--- config.mk ---
export PLATFORM = sky130hd
export DESIGN_NAME = sifive_reset_request
export DESIGN_NICKNAME = d
export VERILOG_FILES = /design/src/rtl/sifive_reset_request.sv
export SDC_FILE = /design/constraint.sdc
export NUM_CORES = 1
export LEC_CHECK = 0
export BUFFER_PORTS_ARGS = -buffer_cell sky130_fd_sc_hd__buf_2
export CAP_MARGIN = 5
export CORE_MARGIN = 2
export CORE_UTILIZATION = 57
export CTS_CLUSTER_DIAMETER = 150
export DETAILED_ROUTE_END_ITERATION = 16
export PLACE_DENSITY = 0.76
export RECOVER_POWER = 50
export SETUP_SLACK_MARGIN = 0.4
export SYNTH_ARGS = -nofsm -noshare
export SYNTH_HDL_FRONTEND = slang
export SYNTH_SLANG_ARGS = --single-unit
export TNS_END_PERCENT = 5
--- constraint.sdc ---
create_clock -name clock -period 1.9 [get_ports clock]
set_input_delay 0.19 -clock clock [delete_from_list [all_inputs] [get_ports clock]]
set_output_delay 0.19 -clock clock [all_outputs]
set_load 0.03 [all_outputs]
--- src/rtl/sifive_reset_request.sv ---
// sifive_reset_request: merges power-on, button, PLL lock and software resets into a sequenced reset_out.
module sifive_reset_request #(
  parameter int SYNC_STAGES   = 4,
  parameter int PULSE_BITS    = 8,
  parameter int LOCK_BITS     = 6,
  parameter int DEBOUNCE_BITS = 8
) (
  input  logic       clock,
  input  logic       areset,
  input  logic       button,
  input  logic       pll_locked,
  input  logic       sw_req,
  input  logic       cause_clear,
  output logic       pll_reset,
  output logic       reset_out,
  output logic [3:0] cause
);
  localparam int CW = PULSE_BITS > LOCK_BITS ? PULSE_BITS : LOCK_BITS;
  localparam logic [CW-1:0] PULSE_MAX = CW'((64'd1 << PULSE_BITS) - 64'd1);
  localparam logic [CW-1:0] LOCK_MAX = CW'((64'd1 << LOCK_BITS) - 64'd1);
  typedef enum logic [1:0] {PLL_RST, SOFT_RST, WAIT_LOCK, RUN} state_t;
  state_t state;
  logic [SYNC_STAGES-1:0] btn_sync, lock_sync;
  logic [DEBOUNCE_BITS-1:0] db_cnt;
  logic [CW-1:0] cnt;
  logic btn_db, btn_db_d, btn_s, lock_s, btn_evt;
  logic [3:0] cause_set;
  assign btn_s = btn_sync[SYNC_STAGES-1];
  assign lock_s = lock_sync[SYNC_STAGES-1];
  assign btn_evt = btn_db & ~btn_db_d;
  always_ff @(posedge clock or posedge areset) begin
    if (areset) begin
      btn_sync <= '0;
      lock_sync <= '0;
      db_cnt <= '0;
      btn_db <= 1'b0;
      btn_db_d <= 1'b0;
    end else begin
      btn_sync <= {btn_sync[SYNC_STAGES-2:0], button};
      lock_sync <= {lock_sync[SYNC_STAGES-2:0], pll_locked};
      btn_db_d <= btn_db;
      if (btn_s == btn_db) db_cnt <= '0;
      else if (db_cnt == '1) begin
        btn_db <= btn_s;
        db_cnt <= '0;
      end else db_cnt <= db_cnt + DEBOUNCE_BITS'(1);
    end
  end
  // Only RUN records causes, and only the highest-priority event of the cycle.
  always_comb begin
    cause_set = 4'b0000;
    if (state == RUN) cause_set = btn_evt ? 4'b0010 : !lock_s ? 4'b1000 : sw_req ? 4'b0100 : 4'b0000;
  end
  always_ff @(posedge clock or posedge areset) begin
    if (areset) begin
      state <= PLL_RST;
      cnt <= '0;
      pll_reset <= 1'b1;
      reset_out <= 1'b1;
      cause <= 4'b0001;
    end else begin
      cause <= (cause_clear ? 4'b0000 : cause) | cause_set;
      case (state)
        PLL_RST: begin
          if (btn_db) cnt <= '0;
          else if (cnt == PULSE_MAX) begin
            state <= WAIT_LOCK;
            cnt <= '0;
            pll_reset <= 1'b0;
          end else cnt <= cnt + CW'(1);
        end
        SOFT_RST: begin
          if (btn_evt) begin
            state <= PLL_RST;
            cnt <= '0;
            pll_reset <= 1'b1;
          end else if (cnt == PULSE_MAX) begin
            state <= WAIT_LOCK;
            cnt <= '0;
          end else cnt <= cnt + CW'(1);
        end
        WAIT_LOCK: begin
          if (btn_evt) begin
            state <= PLL_RST;
            cnt <= '0;
            pll_reset <= 1'b1;
          end else if (!lock_s) cnt <= '0;
          else if (cnt == LOCK_MAX) begin
            state <= RUN;
            cnt <= '0;
            reset_out <= 1'b0;
          end else cnt <= cnt + CW'(1);
        end
        RUN: begin
          cnt <= '0;
          if (btn_evt) begin
            state <= PLL_RST;
            pll_reset <= 1'b1;
            reset_out <= 1'b1;
          end else if (!lock_s) begin
            state <= WAIT_LOCK;
            reset_out <= 1'b1;
          end else if (sw_req) begin
            state <= SOFT_RST;
            reset_out <= 1'b1;
          end
        end
      endcase
    end
  end
endmodule

==> results.rst <==
.. list-table::
   :header-rows: 1

   * - Metric
     - Value
   * - Cell accounting for the most synthesized area
     - sky130_fd_sc_hd__dfrtp_1
   * - Area share of the leading cell type in the synthesized netlist
     - 0.5210
   * - Hold Path Sink
     - cause[2]
   * - Category of the critical setup timing path
     - reg -> reg
   * - First-pass GRT wire length
     - 3898 um
   * - Post-synthesis simple-gate area fraction
     - 0.2076
   * - Distinct cells, synth
     - 37
   * - Number of standard-cell rows in the floorplan
     - 18
   * - Setup-failing EPs final
     - 0
   * - Total placed instance area
     - 1573 sq um
   * - Least-Margin Pin Slew
     - 0.8042 ns
   * - Compound-cell area share of the yosys netlist
     - 0.09076
   * - Total clock buffers created by CTS
     - 5
   * - Reg2Reg Capture Point
     - cnt[4]
   * - Synth top area cells
     - sky130_fd_sc_hd__dfrtp_1 52%, sky130_fd_sc_hd__dfstp_2 5.3%, sky130_fd_sc_hd__nor3_2 4.7%, sky130_fd_sc_hd__xor2_1 4.7%, sky130_fd_sc_hd__nor2_1 2.8%
   * - Flops & latches, synth
     - 34
   * - Worst reg2reg path startpoint
     - cnt[0]
   * - Aggregate negative setup slack
     - 0 ns
   * - Clock Skews
     - 0.01240 ns
   * - Routed wire length
     - 2609 um
   * - Switching power as a share of total power
     - 0.2263
   * - WL per Instance
     - 14.34 um
   * - Reg2reg path depth
     - 5
   * - Via/cell ratio
     - 5.511
   * - Cell depth of the worst min-delay path
     - 3
   * - Antenna violations before repair
     - 0
   * - GR Overflow Total
     - 0
   * - Min-delay src
     - sw_req
   * - Delay contributed by the slowest stage of the critical path
     - 0.41 ns
   * - Number of remaining DRC errors
     - 0
   * - Run status
     - completed
   * - Kind of path behind the tightest hold check
     - in -> reg
   * - CP Data Arrival Time
     - 1.74 ns
   * - CTS tree
     - built
   * - Type of origin of the critical path
     - register
   * - Setup crit end kind
     - register
   * - Effective utilization at floorplan
     - 0.6010
   * - Mapped Cells
     - 125
   * - Combinational Power Share
     - 0.038
   * - Placed cell count
     - 165
   * - Final period util
     - 0.7793
   * - Number of antenna repair diodes
     - 0
   * - Area of the die
     - 3037 sq um
   * - Half-perimeter wire length after placement
     - 1645 um
   * - Core area
     - 2477 sq um
   * - CTS max path bufs
     - 2
   * - Peak supply drop
     - 0.6356 mV
   * - Post-synthesis share of cell area spent on xor and xnor gates
     - 0.07059
   * - Relative slew slack
     - 0.4639
   * - Share of synthesized area spent on multiplexers
     - 0.007563
   * - Number of buffer cells added on primary ports
     - 11
   * - Switching power total
     - 0.2740 mW
   * - Number of synthesized flops with an enable pin
     - 0
   * - Fraction of layout instances using a drive strength above 1
     - 0.2961
   * - Worst path slowest cell
     - sky130_fd_sc_hd__dfrtp_1
   * - Number of antenna-violating nets in the routed design
     - 0
   * - Main synth FF type
     - sky130_fd_sc_hd__dfrtp_1
   * - Final Non-Filler Cells
     - 182
   * - Netlist area before placement
     - 1489 sq um
   * - Relative contribution of the clock network to total power
     - 0.346
   * - Worst reg2reg setup slack
     - 0.42 ns
   * - Share of synthesized area occupied by flip-flops and latches
     - 0.5739
   * - Share of flip-flops with an asynchronous set or reset after synthesis
     - 1.000
   * - Cell types with the highest counts after synthesis
     - 31 x sky130_fd_sc_hd__dfrtp_1, 11 x sky130_fd_sc_hd__nor2_1, 9 x sky130_fd_sc_hd__nand2_1
   * - DR vias
     - 1,003
   * - Final hold violation count
     - 0
   * - Reg power frac
     - 0.616
   * - Adder and majority cell fraction of the synthesized area
     - 0.01681
   * - Clock latency of the later-clocked register in the worst-skew pair
     - 0.34 ns
   * - CP Data Required Time
     - 2.16 ns
   * - Layout Area Growth over Synthesis
     - 17.81%
   * - Leakage
     - 0.7995 nW
   * - Unrepaired setup endpoints after global routing
     - yes
   * - Count of nets after finishing
     - 159
   * - Number of global-route vias before repair
     - 884
   * - Most numerous cell in the Yosys netlist
     - sky130_fd_sc_hd__dfrtp_1
   * - Mean area per synthesized cell
     - 11.91 sq um
   * - First-pass iteration count of the detailed router
     - 4
   * - GRT Resource Usage Total
     - 0.1915
   * - Worst-path clk slew
     - 0.11 ns
   * - Achievable clock frequency
     - 675.3 MHz
   * - Number of pins exceeding their max-slew limit in the final report
     - 0
   * - Largest net degree at the start of global routing
     - 35
   * - Largest family of logic cells by synthesized area
     - simple AND/OR/NAND/NOR gates
   * - TritonCTS Sinks
     - 34
   * - Worst path cell trace
     - ha_2 -> and3_4 -> and4_4 -> o21a_4 -> nor3_2
   * - CTS HTree Levels
     - 2
   * - Final standard cell area without fillers
     - 1754 sq um
   * - GPL Wtd Cong
     - 0.7800
   * - Power density normalized to cell area
     - 690.3 nW/um^2
   * - Overall Power
     - 1.211 mW
   * - Ports placed on the boundary
     - 12
   * - Die span in x
     - 55.11 um
   * - Cell Int Power
     - 0.9368 mW
   * - Post-Synthesis Net Count
     - 133
   * - Root buf cell
     - sky130_fd_sc_hd__clkbuf_4
   * - Clock period minus worst slack
     - 1.481 ns
   * - Synth Warn #
     - 0
   * - # fillers
     - 169
   * - Max-cap check violation count
     - 0
   * - Overall die height
     - 55.11 um
   * - Number of DRC markers in iteration 0
     - 12
   * - Peak fanout along the critical path
     - 8
==> repair_timing <==
item | in CTS | in global routing
resized for setup | 3 | 4
pin swaps | 2 | 2
hold endpoints to repair | 34 | 0
hold buffers | 4 | 0
gates cloned | 0 | 0
buffers inserted | 2 | 3
endpoints found under the setup margin | 15 | 15
==> cells in the final DEF, fill, tap and decap left out, types with 2 or more instances in the layout <==
cell type,count
sky130_fd_sc_hd__dfrtp_1,31
sky130_fd_sc_hd__nor2_1,11
sky130_fd_sc_hd__buf_2,11
sky130_fd_sc_hd__nand2_1,9
sky130_fd_sc_hd__xor2_1,8
sky130_fd_sc_hd__nor3_2,7
sky130_fd_sc_hd__inv_1,6
sky130_fd_sc_hd__a21oi_1,5
sky130_fd_sc_hd__clkbuf_4,5
sky130_fd_sc_hd__xnor2_1,4
sky130_fd_sc_hd__nand3_1,4
sky130_fd_sc_hd__dlygate4sd3_1,4
sky130_fd_sc_hd__buf_4,4
sky130_fd_sc_hd__dfstp_2,3
sky130_fd_sc_hd__or3_1,2
sky130_fd_sc_hd__and2_1,2
sky130_fd_sc_hd__o21ai_1,2
sky130_fd_sc_hd__nor2b_1,2
sky130_fd_sc_hd__o32ai_1,2
sky130_fd_sc_hd__clkbuf_1,2
==> power by group through the flow <==
stage	clock network, mW	logic (mW)	registers [mW]
after CTS	0.427	0.0428	0.746
after floorplan	0	0.0224	0.757
after global routing	0.460	0.0541	0.748
after detailed placement	0	0.0366	0.759
final	0.419	0.0458	0.746
after global placement	0	0.0343	0.758
==> logic make-up (layout without fill, tap and decap cells) <==
kind of cell	Yosys count	after routing
flops	34	34
compound gates	17	17
simple gates	50	50
fa+ha+maj	2	2
mux	1	1
buf+inv	9	36
xor+xnor	12	12
==> layout make-up <==
type / instances / area [sq um] / area share
Sequential cell: 34 / 854.6 / 0.4872
Multi-Input combinational cell: 82 / 625.6 / 0.3566
Timing Repair Buffer: 22 / 153.9 / 0.08773
Clock buffer: 7 / 55.05 / 0.03138
Tap cell: 30 / 37.54 / 0.02140
Inverter: 6 / 22.52 / 0.01284
Clock inverter: 1 / 5.005 / 0.002853
==> flip-flops by register name (all words and copies together) (netlist names), 2 cells and up <==
signal and count:
btn_sync 4, cause 4, cnt 8, state 2, db_cnt 8, lock_sync 4
==> worst max-delay path by stage <==
stage                 from  endpoint  slack, ns  cells past startpoint
finish              cnt[0]    cnt[4]       0.42                      5
global route        cnt[0]    cnt[4]       0.37                      5
CTS                 cnt[0]    cnt[2]       0.40                      6
detailed placement  cnt[0]    cnt[4]       0.22                      5
global placement    cnt[0]    cnt[1]       0.28                      5
floorplan           cnt[0]    cnt[1]       0.40                      6
==> metal layers <==
layer | up-vias | global-route usage | share of wire
met5 | - | 0 | 0
met1 | 483 | 0.2287 | 0.43
met2 | 31 | 0.3075 | 0.49
met3 | 6 | 0.07258 | 0.056
met4 | 0 | 0.08537 | 0.018
li1 | 483 | - | -
==> worst max-delay path, delay by kind of cell (launching register included) <==
| family | cells | cell delay, ns |
|---|---|---|
| compound gates | 1 | 0.24 |
| fa+ha+maj | 1 | 0.21 |
| flops | 1 | 0.41 |
| simple gates | 3 | 0.55 |
==> metrics by stage <==
| step | hold WS (ns) | utilization | setup WS (ns) |
|---|---|---|---|
| after floorplan | 0.2214 | - | 0.4040 |
| after detailed placement | 0.2993 | 0.6348 | 0.2156 |
| after global routing | 0.1459 | 0.7081 | 0.3674 |
| final | 0.1617 | 0.7081 | 0.4192 |
| after global placement | 0.2875 | 0.6348 | 0.2776 |
| after CTS | 0.1506 | 0.6904 | 0.3964 |
(Power assumes the default switching activity.)
